==> src/rtl/arb_pkg.sv <==
// Shared types for the fetch/memory-stage port arbiter.
// Optional perf counters are enabled with ARB_PERF_EN.
package arb_pkg;

  typedef enum logic [1:0] {
    IDLE = 2'b00,
    WAIT = 2'b01,
    DONE = 2'b10
  } arb_state_e;

  localparam logic OWN_IF = 1'b0;
  localparam logic OWN_DM = 1'b1;

  localparam int CNT_W    = 4;
  localparam int STARVE_W = 4;
  localparam int PERF_W   = 32;

endpackage

==> src/rtl/sat_counter.sv <==
// 32-bit saturating event counter with synchronous clear.
// Used for the stall counters when ARB_PERF_EN is defined.
module sat_counter
  import arb_pkg::*;
(
  input  logic              clk,
  input  logic              clr_i,
  input  logic              en_i,
  output logic [PERF_W-1:0] cnt_o
);

  logic [PERF_W-1:0] cnt_q;
  logic [PERF_W-1:0] cnt_d;

  always_comb begin
    cnt_d = cnt_q;
    if (en_i && (cnt_q != {PERF_W{1'b1}}))
      cnt_d = cnt_q + PERF_W'(1);
  end

  always_ff @(posedge clk) begin
    if (clr_i) cnt_q <= '0;
    else       cnt_q <= cnt_d;
  end

  assign cnt_o = cnt_q;

endmodule

==> src/rtl/mem_port_arbiter.sv <==
// Shares one single-port memory between fetch and memory stages.
// Define ARB_PERF_EN to add saturating stall-cycle counters.
module mem_port_arbiter
  import arb_pkg::*;
#(
  parameter int ADDR_W     = 32,
  parameter int DATA_W     = 32,
  parameter int MEM_LAT    = 2,
  parameter int STARVE_MAX = 4
) (
  input  logic              clk,
  input  logic              rst,
  input  logic              if_req,
  input  logic [ADDR_W-1:0] if_addr,
  output logic [DATA_W-1:0] if_rdata,
  output logic              if_valid,
  input  logic              dm_req,
  input  logic              dm_we,
  input  logic [ADDR_W-1:0] dm_addr,
  input  logic [DATA_W-1:0] dm_wdata,
  output logic [DATA_W-1:0] dm_rdata,
  output logic              dm_valid,
  output logic              mem_en,
  output logic              mem_we,
  output logic [ADDR_W-1:0] mem_addr,
  output logic [DATA_W-1:0] mem_wdata,
  input  logic [DATA_W-1:0] mem_rdata,
  output logic              stall_f,
  output logic              stall_m,
  output logic              busy
`ifdef ARB_PERF_EN
  ,
  output logic [31:0]       perf_if_stall,
  output logic [31:0]       perf_dm_stall
`endif
);

  localparam logic [CNT_W-1:0]    LAT  = CNT_W'(MEM_LAT);
  localparam logic [STARVE_W-1:0] SMAX = STARVE_W'(STARVE_MAX);

  arb_state_e          state_q, state_d;
  logic [CNT_W-1:0]    cnt_q, cnt_d;
  logic [STARVE_W-1:0] starve_q, starve_d;
  logic                own_q, own_d;
  logic                st_q, st_d;
  logic                mem_en_q, mem_en_d;
  logic                mem_we_q, mem_we_d;
  logic [ADDR_W-1:0]   mem_addr_q, mem_addr_d;
  logic [DATA_W-1:0]   mem_wdata_q, mem_wdata_d;
  logic [DATA_W-1:0]   if_rdata_q, if_rdata_d;
  logic [DATA_W-1:0]   dm_rdata_q, dm_rdata_d;
  logic                if_valid_q, if_valid_d;
  logic                dm_valid_q, dm_valid_d;
  logic                pick_if;

  // IF only beats a pending DM once DM has won STARVE_MAX times in a row
  assign pick_if = if_req & (~dm_req | (starve_q == SMAX));

  always_comb begin
    state_d     = state_q;
    cnt_d       = cnt_q;
    starve_d    = starve_q;
    own_d       = own_q;
    st_d        = st_q;
    mem_en_d    = mem_en_q;
    mem_we_d    = mem_we_q;
    mem_addr_d  = mem_addr_q;
    mem_wdata_d = mem_wdata_q;
    if_rdata_d  = if_rdata_q;
    dm_rdata_d  = dm_rdata_q;
    if_valid_d  = 1'b0;
    dm_valid_d  = 1'b0;
    unique case (state_q)
      IDLE: begin
        if (!if_req) starve_d = '0;
        if (if_req || dm_req) begin
          state_d  = WAIT;
          cnt_d    = LAT;
          mem_en_d = 1'b1;
          if (pick_if) begin
            own_d       = OWN_IF;
            st_d        = 1'b0;
            mem_we_d    = 1'b0;
            mem_addr_d  = if_addr;
            mem_wdata_d = '0;
            starve_d    = '0;
          end else begin
            own_d       = OWN_DM;
            st_d        = dm_we;
            mem_we_d    = dm_we;
            mem_addr_d  = dm_addr;
            mem_wdata_d = dm_wdata;
            if (if_req && starve_q != SMAX)
              starve_d = starve_q + STARVE_W'(1);
          end
        end
      end
      WAIT: begin
        mem_en_d = 1'b0;
        mem_we_d = 1'b0;
        if (cnt_q == '0) begin
          state_d = DONE;
          if (own_q == OWN_IF) begin
            if_rdata_d = mem_rdata;
            if_valid_d = 1'b1;
          end else begin
            dm_rdata_d = st_q ? '0 : mem_rdata;
            dm_valid_d = 1'b1;
          end
        end else begin
          cnt_d = cnt_q - CNT_W'(1);
        end
      end
      DONE:    state_d = IDLE;
      default: state_d = IDLE;
    endcase
  end

  always_ff @(posedge clk) begin
    if (rst) begin
      state_q     <= IDLE;
      cnt_q       <= '0;
      starve_q    <= '0;
      own_q       <= OWN_IF;
      st_q        <= 1'b0;
      mem_en_q    <= 1'b0;
      mem_we_q    <= 1'b0;
      mem_addr_q  <= '0;
      mem_wdata_q <= '0;
      if_rdata_q  <= '0;
      dm_rdata_q  <= '0;
      if_valid_q  <= 1'b0;
      dm_valid_q  <= 1'b0;
    end else begin
      state_q     <= state_d;
      cnt_q       <= cnt_d;
      starve_q    <= starve_d;
      own_q       <= own_d;
      st_q        <= st_d;
      mem_en_q    <= mem_en_d;
      mem_we_q    <= mem_we_d;
      mem_addr_q  <= mem_addr_d;
      mem_wdata_q <= mem_wdata_d;
      if_rdata_q  <= if_rdata_d;
      dm_rdata_q  <= dm_rdata_d;
      if_valid_q  <= if_valid_d;
      dm_valid_q  <= dm_valid_d;
    end
  end

  assign mem_en    = mem_en_q;
  assign mem_we    = mem_we_q;
  assign mem_addr  = mem_addr_q;
  assign mem_wdata = mem_wdata_q;
  assign if_rdata  = if_rdata_q;
  assign dm_rdata  = dm_rdata_q;
  assign if_valid  = if_valid_q;
  assign dm_valid  = dm_valid_q;
  assign stall_f   = if_req & ~if_valid_q;
  assign stall_m   = dm_req & ~dm_valid_q;
  assign busy      = (state_q != IDLE);

`ifdef ARB_PERF_EN
  sat_counter u_perf_if (
    .clk   (clk),
    .clr_i (rst),
    .en_i  (stall_f),
    .cnt_o (perf_if_stall)
  );

  sat_counter u_perf_dm (
    .clk   (clk),
    .clr_i (rst),
    .en_i  (stall_m),
    .cnt_o (perf_dm_stall)
  );
`endif

endmodule
==> config.mk <==
export PLATFORM = sky130hd
export DESIGN_NAME = mem_port_arbiter
export DESIGN_NICKNAME = d
export VERILOG_FILES = /design/src/rtl/arb_pkg.sv /design/src/rtl/sat_counter.sv /design/src/rtl/mem_port_arbiter.sv
export SDC_FILE = /design/constraint.sdc
export NUM_CORES = 1
export LEC_CHECK = 0
export CORE_ASPECT_RATIO = 1.4
export CORE_MARGIN = 5
export CORE_UTILIZATION = 44
export DETAILED_ROUTE_END_ITERATION = 12
export GPL_TIMING_DRIVEN = 0
export PLACE_DENSITY_LB_ADDON = 0.08
export SETUP_SLACK_MARGIN = 0.15
export SYNTH_ARGS = -nofsm -noshare
export SYNTH_HDL_FRONTEND = slang
export SYNTH_HIERARCHICAL = 1
export SYNTH_SLANG_ARGS = --single-unit
==> constraint.sdc <==
create_clock -name clk -period 1.9 [get_ports clk]
set_input_delay 0.38 -clock clk [delete_from_list [all_inputs] [get_ports clk]]
set_output_delay 0.38 -clock clk [all_outputs]
set_load 0.01 [all_outputs]
==> results.txt, run 1 <==
----------------------------------------------------
[Yosys]
  Compound-gate portion of the synthesized area ... 25.4%
  Synthesized net count ... 909
  Ys async rst share ... 0%
  Multiplexer share of the synthesized area ... 0%
  Cells after synthesis ... 772
  Number of distinct standard cells referenced by the synthesized netlist ... 39
  Dominant combinational cell family by area after synthesis ... compound AO/OA/AOI/OAI gates
  Most instantiated flip-flop cell in the synthesis netlist ... sky130_fd_sc_hd__dfxtp_1
  Simple-gate portion of the synthesized area ... 23.5%
  Synth Area in Adders ... less than 1%
  Number of synthesized register bits ... 144
  Area of the mapped netlist ... 0.00666 mm^2
  Share of the yosys chip area belonging to registers ... 43.3%
  YS warnings ... 6
  Number of synthesized flops with an enable pin ... 0
  Mapped Avg Cell Area ... 8.62 um^2
  Xor and xnor fraction of the mapped netlist area ... 0%

[Timing]
  Slew of the pin with the lowest slew margin ... 692 ps
  Max Clock Skew ... 11.1 ps
  Count of final hold-check violations ... 0
  Time the worst path needs with I/O delays and setup ... 1760 ps
  Setup repair after global routing missed its margin ... yes
  Number of failing setup endpoints in the final timing report ... 0
  Share of the clock period used by the worst path ... roughly 93%
  Worst Setup Slack, final ... 142 ps
  Slew Limit Headroom ... 53.9%
  Fin Setup TNS ... 0 ps
  Max-slew violation count ... 0
  Highest clock rate ... 0.569 GHz

[Setup path]
  Number of cells on the worst reg-to-reg path ... 6
  Sort of element at the end of the critical path ... register
  Number of buffer and inverter stages on the critical path ... 2
  Crit Path Category ... reg2reg
  Largest fanout on the critical path ... 10
  CP cell instances ... inv_1 -> ha_4 -> nand4b_4 -> buf_6 -> a2111oi_1 -> nor4_1
  Crit-path slowest cell ... sky130_fd_sc_hd__a2111oi_1
  Required time worst endpoint ... 2180 ps
  Internal reg-to-reg setup slack ... 140 ps
  Highest cell delay on the worst timing path ... 430 ps
  Signal arrival time at the worst endpoint ... 2040 ps
  Kind of cell adding the most delay to the critical path ... compound AO/OA/AOI/OAI gates
  Critical register-to-register path startpoint ... starve_q[0]
  Reg-to-reg endpoint ... mem_addr[22]
  Startpoint type of the worst setup path ... register

[Layout]
  Final-stage net count ... 1205
  Number of antenna diodes ... 0
  Relative area change from synthesis to final layout ... 61.0%
  Reg area ... 0.00289 mm^2
  Post-route standard cell area excluding fillers ... 0.0107 mm^2
  Fillers ... 1207
  Area of combinational cells with multiple inputs ... 0.00360 mm^2
  Fraction of layout instances using a drive strength above 1 ... 13.5%

[Hold path]
  Class of the worst hold path ... reg2reg
  Min-Delay Path Depth ... 2
  End point of the worst hold path ... if_rdata[10]
  Worst hold path startpoint ... if_rdata[10]

[Clocking]
  Root buffer selected by CTS ... sky130_fd_sc_hd__clkbuf_16
  Clock buffer count from CTS ... 17
  Latest clock arrival within the worst-skew pair ... 420 ps
  CTS tree ... yes
  CTS H-tree lvls ... 4
  Hold buffers post-CTS ... 0
  Maximum clock path buffer count ... 2
  Reg clk slew, reported paths ... approximately 70 ps
  Number of clock sinks seen by CTS ... roughly 140

[Die]
  Core Box Area ... 0.0149 mm^2
  Area of the die ... roughly 0.018 mm^2
  Ports ... 268
  Die height ... between 150 and 200 um
  Number of placement rows ... 53
  Horiz. Die Dim ... around 110 um
  Effective utilization at floorplan ... approximately 45%

[Power]
  Power per cell area ... 878 mW/mm^2
  Power share of the clock group ... 38.0%
  Logic pwr share ... 25.6%
  Total net switching power ... 2.82 mW
  Relative contribution of sequential cells to total power ... 36.4%
  Cell internal pwr ... around 6.6 mW
  Largest vdd supply drop ... 0.546 mV
  Static power due to leakage ... 3.72 nW
  Switching part of the total power ... between 20% and 30%

[Global routing]
  Largest net degree at the start of global routing ... 17
  All-Layer GR Usage ... approximately 27%
  Number of antenna violations at the first check in global routing ... 0
  Overall overflow remaining after global route ... 0
  Vias in the first global route ... 7524
  Global-route wire length before repair ... 38900 um

[Place]
  GP Congestion ... 0.863
  HPWL after DPL ... ~19000 um
  Placed Instance Area ... 0.00956 mm^2
  Dpl ws ... -989 ps
  Number of buffers inserted by port buffering ... 266

[Routing]
  1st-pass router iterations ... 6
  Drc violations ... 0
  Via density ... approximately 6.0
  Routed WL per cell ... 20.4 um
  Via Count ... 7640
  Number of DRC markers in iteration 0 ... 702
  Detailed Route WL ... 26000 um
  Antenna Violating Nets Remaining ... 0

[Status]
  Outcome ... finished, final reports clean

[Flow run]
  Max Cap Violations ... 0

----------------------------------------------------
registers in the layout, summed over array words and instances, names as in the netlist:
register / flops
mem_addr: 32
cnt_q: 4
mem_we: 1
dm_valid: 1
mem_wdata: 32
starve_q: 4
mem_en: 1
st_q: 1
if_valid: 1
state_q: 2
dm_rdata: 32
if_rdata: 32
own_q: 1
synth_stat cells, types with 2 or more instances:
library cell                number  area [um^2]
sky130_fd_sc_hd__nor4_1         34          213
sky130_fd_sc_hd__dfxtp_1       144         2880
sky130_fd_sc_hd__buf_1           9         33.8
sky130_fd_sc_hd__a2111oi_0      32          280
sky130_fd_sc_hd__buf_2          17         85.1
sky130_fd_sc_hd__ha_1            4         50.1
sky130_fd_sc_hd__a211oi_1        2         15.0
sky130_fd_sc_hd__nor2b_1        34          213
sky130_fd_sc_hd__a31oi_1         2         12.5
sky130_fd_sc_hd__nand2_1         6         22.5
sky130_fd_sc_hd__inv_1           6         22.5
sky130_fd_sc_hd__and4b_1        33          330
sky130_fd_sc_hd__o31ai_1        64          480
sky130_fd_sc_hd__nand4_1       100          626
sky130_fd_sc_hd__inv_2           2         7.51
sky130_fd_sc_hd__or4_1           2         15.0
sky130_fd_sc_hd__nand2b_1        2         12.5
sky130_fd_sc_hd__o21ai_1         3         15.0
sky130_fd_sc_hd__clkbuf_1       86          323
sky130_fd_sc_hd__nand3_1         2         10.0
sky130_fd_sc_hd__a21oi_1       135          676
sky130_fd_sc_hd__o21ai_0        32          160
sky130_fd_sc_hd__nand4b_1        2         17.5
sky130_fd_sc_hd__or2_2           2         12.5
sky130_fd_sc_hd__nor3b_1         2         15.0
sky130_fd_sc_hd__or3_1           2         12.5
cells in the final DEF (no fill, tap or decap), drive strengths merged, types with 3 or more instances in the layout:
cell,instances
o21ai,35
and4b,33
o31ai,64
nor2b,34
clkdlybuf4s50,254
clkinv,5
a21oi,135
nand4b,4
clkbuf,102
inv,9
buf,41
nand2,6
a2111oi,32
clkinvlp,3
dfxtp,144
nand4,100
dlymetal6s2s,6
bufinv,4
nor4,34
ha,4
power groups by stage:
stage	Combinational, mW	Clock [mW]	Sequential [mW]
global route	2.59	3.72	3.44
floorplan	0.972	0	3.56
finish	2.41	3.58	3.42
detailed placement	2.20	0	3.47
global placement	2.18	0	3.47
CTS	2.24	3.59	3.41
worst reg2reg max path: stages (launching register included):
cell and delay, ps:
sky130_fd_sc_hd__dfxtp_1 340, sky130_fd_sc_hd__inv_1 130, sky130_fd_sc_hd__ha_4 180, sky130_fd_sc_hd__nand4b_4 210, sky130_fd_sc_hd__buf_6 230, sky130_fd_sc_hd__a2111oi_1 430, sky130_fd_sc_hd__nor4_1 110
cell families after synthesis:
group,after synthesis
simple gates,229
buf+inv,120
flops,144
compound gates,275
fa+ha+maj,4
what timing repair did:
action                                  CTS  global route
buffers inserted                          2             6
pin swaps                                 1             8
endpoints found under the hold margin     0             0
endpoints found under the setup margin   90           133
gates cloned                              0             3
gates resized for setup                  51           150
routing by layer:
layer / wire (um) / track usage, % / vias to the layer above
li1: - / - / 3623
met1: 9300 / 29.1 / 3643
met2: 13700 / 49.2 / 307
met3: 2030 / 8.73 / 67
met4: 969 / 11.2 / 0
met5: 0 / 0 / -
per-stage QoR:
stage | hold slack [ps] | util (%) | total power, mW | std cells
finish | 470 | 71.8 | 9.41 | 1273
global route | 487 | 71.8 | 9.75 | 1273
CTS | 461 | 68.9 | 9.25 | 1264
detailed placement | 449 | 64.1 | 5.67 | 1230
global placement | 449 | 64.1 | 5.65 | 1230
floorplan | 470 | - | 4.53 | 772
cell type report:
type / instances / share of cell area, %
Multi-Input combinational cell: 509 / 33.6
Timing Repair Buffer: 276 / 25.8
Clock buffer: 19 / 4.04
Tap cell: 192 / 2.24
Sequential cell: 144 / 26.9
Clock inverter: 13 / 1.75
Inverter: 8 / 0.304
Buffer: 112 / 5.31
worst max path at each step:
stage	from	to	slack, ps	cells after the start
2_1_floorplan	cnt_q[0]	cnt_q[3]	360	5
3_3_place_gp	dm_req	stall_m	-950	5
3_5_place_dp	dm_req	stall_m	-990	5
4_1_cts	dm_req	stall_m	90	5
5_1_grt	starve_q[0]	mem_addr[22]	90	6
6_report	starve_q[0]	mem_addr[22]	140	6
No activity file was read; power rests on OpenSTA's default activity.
==> run 2, diff against run 1 <==
--- a/config.mk
+++ b/config.mk
@@ -5,9 +5,12 @@
 export SDC_FILE = /design/constraint.sdc
 export NUM_CORES = 1
 export LEC_CHECK = 0
+export ABC_CLOCK_PERIOD_IN_PS = 1900
+export CELL_PAD_IN_SITES_DETAIL_PLACEMENT = 0
+export CELL_PAD_IN_SITES_GLOBAL_PLACEMENT = 1
 export CORE_ASPECT_RATIO = 1.4
 export CORE_MARGIN = 5
-export CORE_UTILIZATION = 44
+export CORE_UTILIZATION = 31
 export DETAILED_ROUTE_END_ITERATION = 12
 export GPL_TIMING_DRIVEN = 0
 export PLACE_DENSITY_LB_ADDON = 0.08
==> run 2 against run 1 <==
Utilization down 19 points. Critical endpoint is now dm_rdata[27]. Total power is 1.2% higher. Setup slack better by 48 ps. Critical path depth is 5 lower. Wire length up 9.8%. Global-route usage fell by 5.1 points. Cell count increased by 5.4%. Sequential cell count stayed put. Sequential share of layout area decreased by 0.95 points. First-iteration DRC count down 49%. Combinational power increased by 2%.
==> results.txt, run 2 (synthesized netlist as in run 1, its figures left out) <==
----------------------------------------------------
[Status]
  Outcome ... finished, final reports clean (unchanged)

[Timing]
  Number of failing setup endpoints in the final timing report ... 0 (unchanged)
  Worst Setup Slack, final ... 190 ps (was 142 ps)
  Time the worst path needs with I/O delays and setup ... 1710 ps (was 1760 ps)
  Share of the clock period used by the worst path ... 90.0% (was 92.5%)
  Highest clock rate ... 0.585 GHz (was 0.569 GHz)
  Slew of the pin with the lowest slew margin ... 722 ps (was 692 ps)
  Count of final hold-check violations ... 0 (unchanged)
  Max Clock Skew ... 15.2 ps (was 11.1 ps)
  Max-slew violation count ... 0 (unchanged)
  Setup repair after global routing missed its margin ... yes (unchanged)
  Slew Limit Headroom ... 51.9% (was 53.9%)

[Clocking]
  CTS tree ... yes (unchanged)
  CTS H-tree lvls ... 4 (unchanged)
  Root buffer selected by CTS ... sky130_fd_sc_hd__clkbuf_16 (unchanged)
  Number of clock sinks seen by CTS ... 144 (unchanged)
  Reg clk slew, reported paths ... 60 ps (was 70 ps)
  Hold buffers post-CTS ... 0 (unchanged)
  Maximum clock path buffer count ... 2 (unchanged)
  Latest clock arrival within the worst-skew pair ... 420 ps (about the same)
  Clock buffer count from CTS ... 17 (unchanged)

[Layout]
  Post-route standard cell area excluding fillers ... 0.0111 mm^2 (was 0.0107 mm^2)
  Fillers ... 2026 (was 1207)
  Fraction of layout instances using a drive strength above 1 ... 14.7% (was 13.5%)
  Leading cell types in the layout, fill and taps excluded ... 231 x sky130_fd_sc_hd__clkdlybuf4s50_1, 139 x sky130_fd_sc_hd__dfxtp_1, 132 x sky130_fd_sc_hd__a21oi_1, 100 x sky130_fd_sc_hd__nand4_1, 56 x sky130_fd_sc_hd__clkbuf_1 (was 254 x sky130_fd_sc_hd__clkdlybuf4s50_1, 141 x sky130_fd_sc_hd__dfxtp_1, 127 x sky130_fd_sc_hd__a21oi_1, 100 x sky130_fd_sc_hd__nand4_1, 60 x sky130_fd_sc_hd__o31ai_1)
  Most common library cell in the layout ignoring fill and taps ... sky130_fd_sc_hd__clkdlybuf4s50_1 (unchanged)
  Relative area change from synthesis to final layout ... 67.0% (was 61.0%)
  Final-stage net count ... 1206 (was 1205)
  Number of antenna diodes ... 0 (unchanged)

[Place]
  GP Congestion ... 0.815 (was 0.863)
  Number of buffers inserted by port buffering ... 266 (unchanged)
  HPWL after DPL ... 20700 um (was 18600 um)
  Placed Instance Area ... 0.00964 mm^2 (was 0.00956 mm^2)
  Dpl ws ... -1070 ps (was -989 ps)

[Setup path]
  Crit Path Category ... reg2out (was reg2reg)
  Sort of element at the end of the critical path ... output pin (was register)
  Critical register-to-register path startpoint ... starve_q[0] (unchanged)
  Reg-to-reg endpoint ... mem_addr[2] (was mem_addr[22])
  Signal arrival time at the worst endpoint ... 1330 ps (was 2040 ps)
  Highest cell delay on the worst timing path ... 550 ps (was 430 ps)
  Startpoint type of the worst setup path ... register (unchanged)
  Required time worst endpoint ... 1520 ps (was 2180 ps)
  Crit-path slowest cell ... sky130_fd_sc_hd__clkdlybuf4s50_1 (was sky130_fd_sc_hd__a2111oi_1)
  Number of buffer and inverter stages on the critical path ... 1 (was 2)
  Kind of cell adding the most delay to the critical path ... buffers and inverters (was compound AO/OA/AOI/OAI gates)
  CP cell instances ... clkdlybuf4s50_1 (was inv_1 -> ha_4 -> nand4b_4 -> buf_6 -> a2111oi_1 -> nor4_1)
  Largest fanout on the critical path ... 2 (was 10)
  Number of cells on the worst reg-to-reg path ... 7 (was 6)
  Internal reg-to-reg setup slack ... 210 ps (was 140 ps)

[Routing]
  Via Count ... 7516 (was 7640)
  Detailed Route WL ... 28600 um (was 26000 um)
  Routed WL per cell ... 21.3 um (was 20.4 um)
  Antenna Violating Nets Remaining ... 0 (unchanged)
  Drc violations ... 0 (unchanged)
  1st-pass router iterations ... 6 (unchanged)
  Number of DRC markers in iteration 0 ... 359 (was 702)
  Via density ... 5.60 (was 6.00)

[Global routing]
  Vias in the first global route ... 7670 (was 7524)
  Overall overflow remaining after global route ... 0 (unchanged)
  Met3 demand-to-capacity share in global routing ... 6.34% (was 8.73%)
  GRT busiest layer ... met2 (unchanged)
  Number of antenna violations at the first check in global routing ... 0 (unchanged)
  Met2 Use GR ... 40.8% (was 49.2%)
  Global-route wire length before repair ... 43400 um (was 38900 um)
  All-Layer GR Usage ... 22.2% (was 27.3%)
  Met1 Track Usage GR ... 24.8% (was 29.1%)
  Largest net degree at the start of global routing ... 17 (unchanged)

[Hold path]
  Min-Delay Path Depth ... 2 (unchanged)
  Class of the worst hold path ... reg2reg (unchanged)
  End point of the worst hold path ... mem_en (was if_rdata[10])
  Worst hold path startpoint ... mem_en (was if_rdata[10])

[Flow run]
  Max Cap Violations ... 0 (unchanged)

[Die]
  Area of the die ... 0.0245 mm^2 (was 0.0177 mm^2)
  Horiz. Die Dim ... 134 um (was 114 um)
  Effective utilization at floorplan ... 31.4% (was 44.6%)
  Number of placement rows ... 63 (was 53)
  Die height ... 183 um (was 156 um)
  Ports ... 268 (unchanged)
  Core Box Area ... 0.0212 mm^2 (was 0.0149 mm^2)

[Power]
  Power per cell area ... 857 mW/mm^2 (was 878 mW/mm^2)
  Static power due to leakage ... 4.16 nW (was 3.72 nW)
  Largest vdd supply drop ... 0.566 mV (was 0.546 mV)

----------------------------------------------------
[run 2: cell types whose count changed in the layout (fill, tap and decap cells not counted), sizes merged]
cell | before | now
clkdlybuf4s50 | 254 | 231
clkinvlp | 3 | 0
buf | 41 | 38
dlygate4sd2 | 2 | 4
clkdlybuf4s15 | 2 | 1
dlymetal6s2s | 6 | 27
clkinv | 5 | 7
clkdlybuf4s18 | 0 | 1
clkbuf | 102 | 107
[run 2: how the worst max path moves through the flow]
| stage | start | end | slack (ps) | cells past startpoint |
|---|---|---|---|---|
| 6_report | dm_rdata[27] | dm_rdata[27] | 190 | 1 |
| 5_1_grt | state_q[0] | mem_addr[30] | 130 | 6 |
| 4_1_cts | dm_req | stall_m | 50 | 5 |
| 3_5_place_dp | dm_req | stall_m | -1070 | 5 |
| 3_3_place_gp | dm_req | stall_m | -1050 | 5 |
| 2_1_floorplan | cnt_q[0] | cnt_q[3] | 360 | 5 |
[run 2: layer usage]
metal  vias to the layer above  share of wire [%]
li1                       3628                  -
met1                      3592                 38
met2                       261                 54
met3                        35                6.5
met4                         0                2.1
met5                         -                  0
[run 2: through the flow]
step / setup TNS, ps / utilization (%) / power, mW / hold WS [ps] / std cells
2_1_floorplan: 0 / - / 4.53 / 470 / 772
3_3_place_gp: -49540 / 45.5 / 5.73 / 447 / 1298
3_5_place_dp: -50770 / 45.5 / 5.73 / 449 / 1298
4_1_cts: 0 / 49.2 / 9.42 / 460 / 1332
5_1_grt: 0 / 52.4 / 9.97 / 485 / 1342
6_report: 0 / 52.4 / 9.52 / 463 / 1342
[run 2: layout make-up]
cell class                      count  area [um^2]  share of cell area [%]
Clock inverter                     12          183                    1.64
Tap cell                          260          325                    2.93
Clock buffer                       20          447                    4.02
Inverter                            8         32.5                   0.293
Sequential cell                   144         2890                    26.0
Buffer                            112          602                    5.41
Timing Repair Buffer              277         2880                    25.9
Multi-Input combinational cell    509         3760                    33.8
[run 2: where the power goes]
group	internal (mW)	switching, mW	total [mW]	leakage, nW
clock	2.25	1.39	3.63	0.309
sequential	3.27	0.147	3.42	1.18
combinational	1.11	1.36	2.47	2.68
[run 2: timing repair]
item | 4_1_cts | 5_1_grt
endpoints found under the setup margin | 124 | 160
gates resized for setup | 76 | 174
hold endpoints to repair | 0 | 0
buffers inserted | 2 | 6
pin swaps | 1 | 3
cloned | 0 | 4
==> run 3, diff against run 2 <==
--- a/config.mk
+++ b/config.mk
@@ -12,6 +12,7 @@
 export CORE_MARGIN = 5
 export CORE_UTILIZATION = 31
 export DETAILED_ROUTE_END_ITERATION = 12
+export GPL_ROUTABILITY_DRIVEN = 0
 export GPL_TIMING_DRIVEN = 0
 export PLACE_DENSITY_LB_ADDON = 0.08
 export SETUP_SLACK_MARGIN = 0.15
==> results of run 3 <==
Final layout, timing and power as in run 2 (identical DEF).
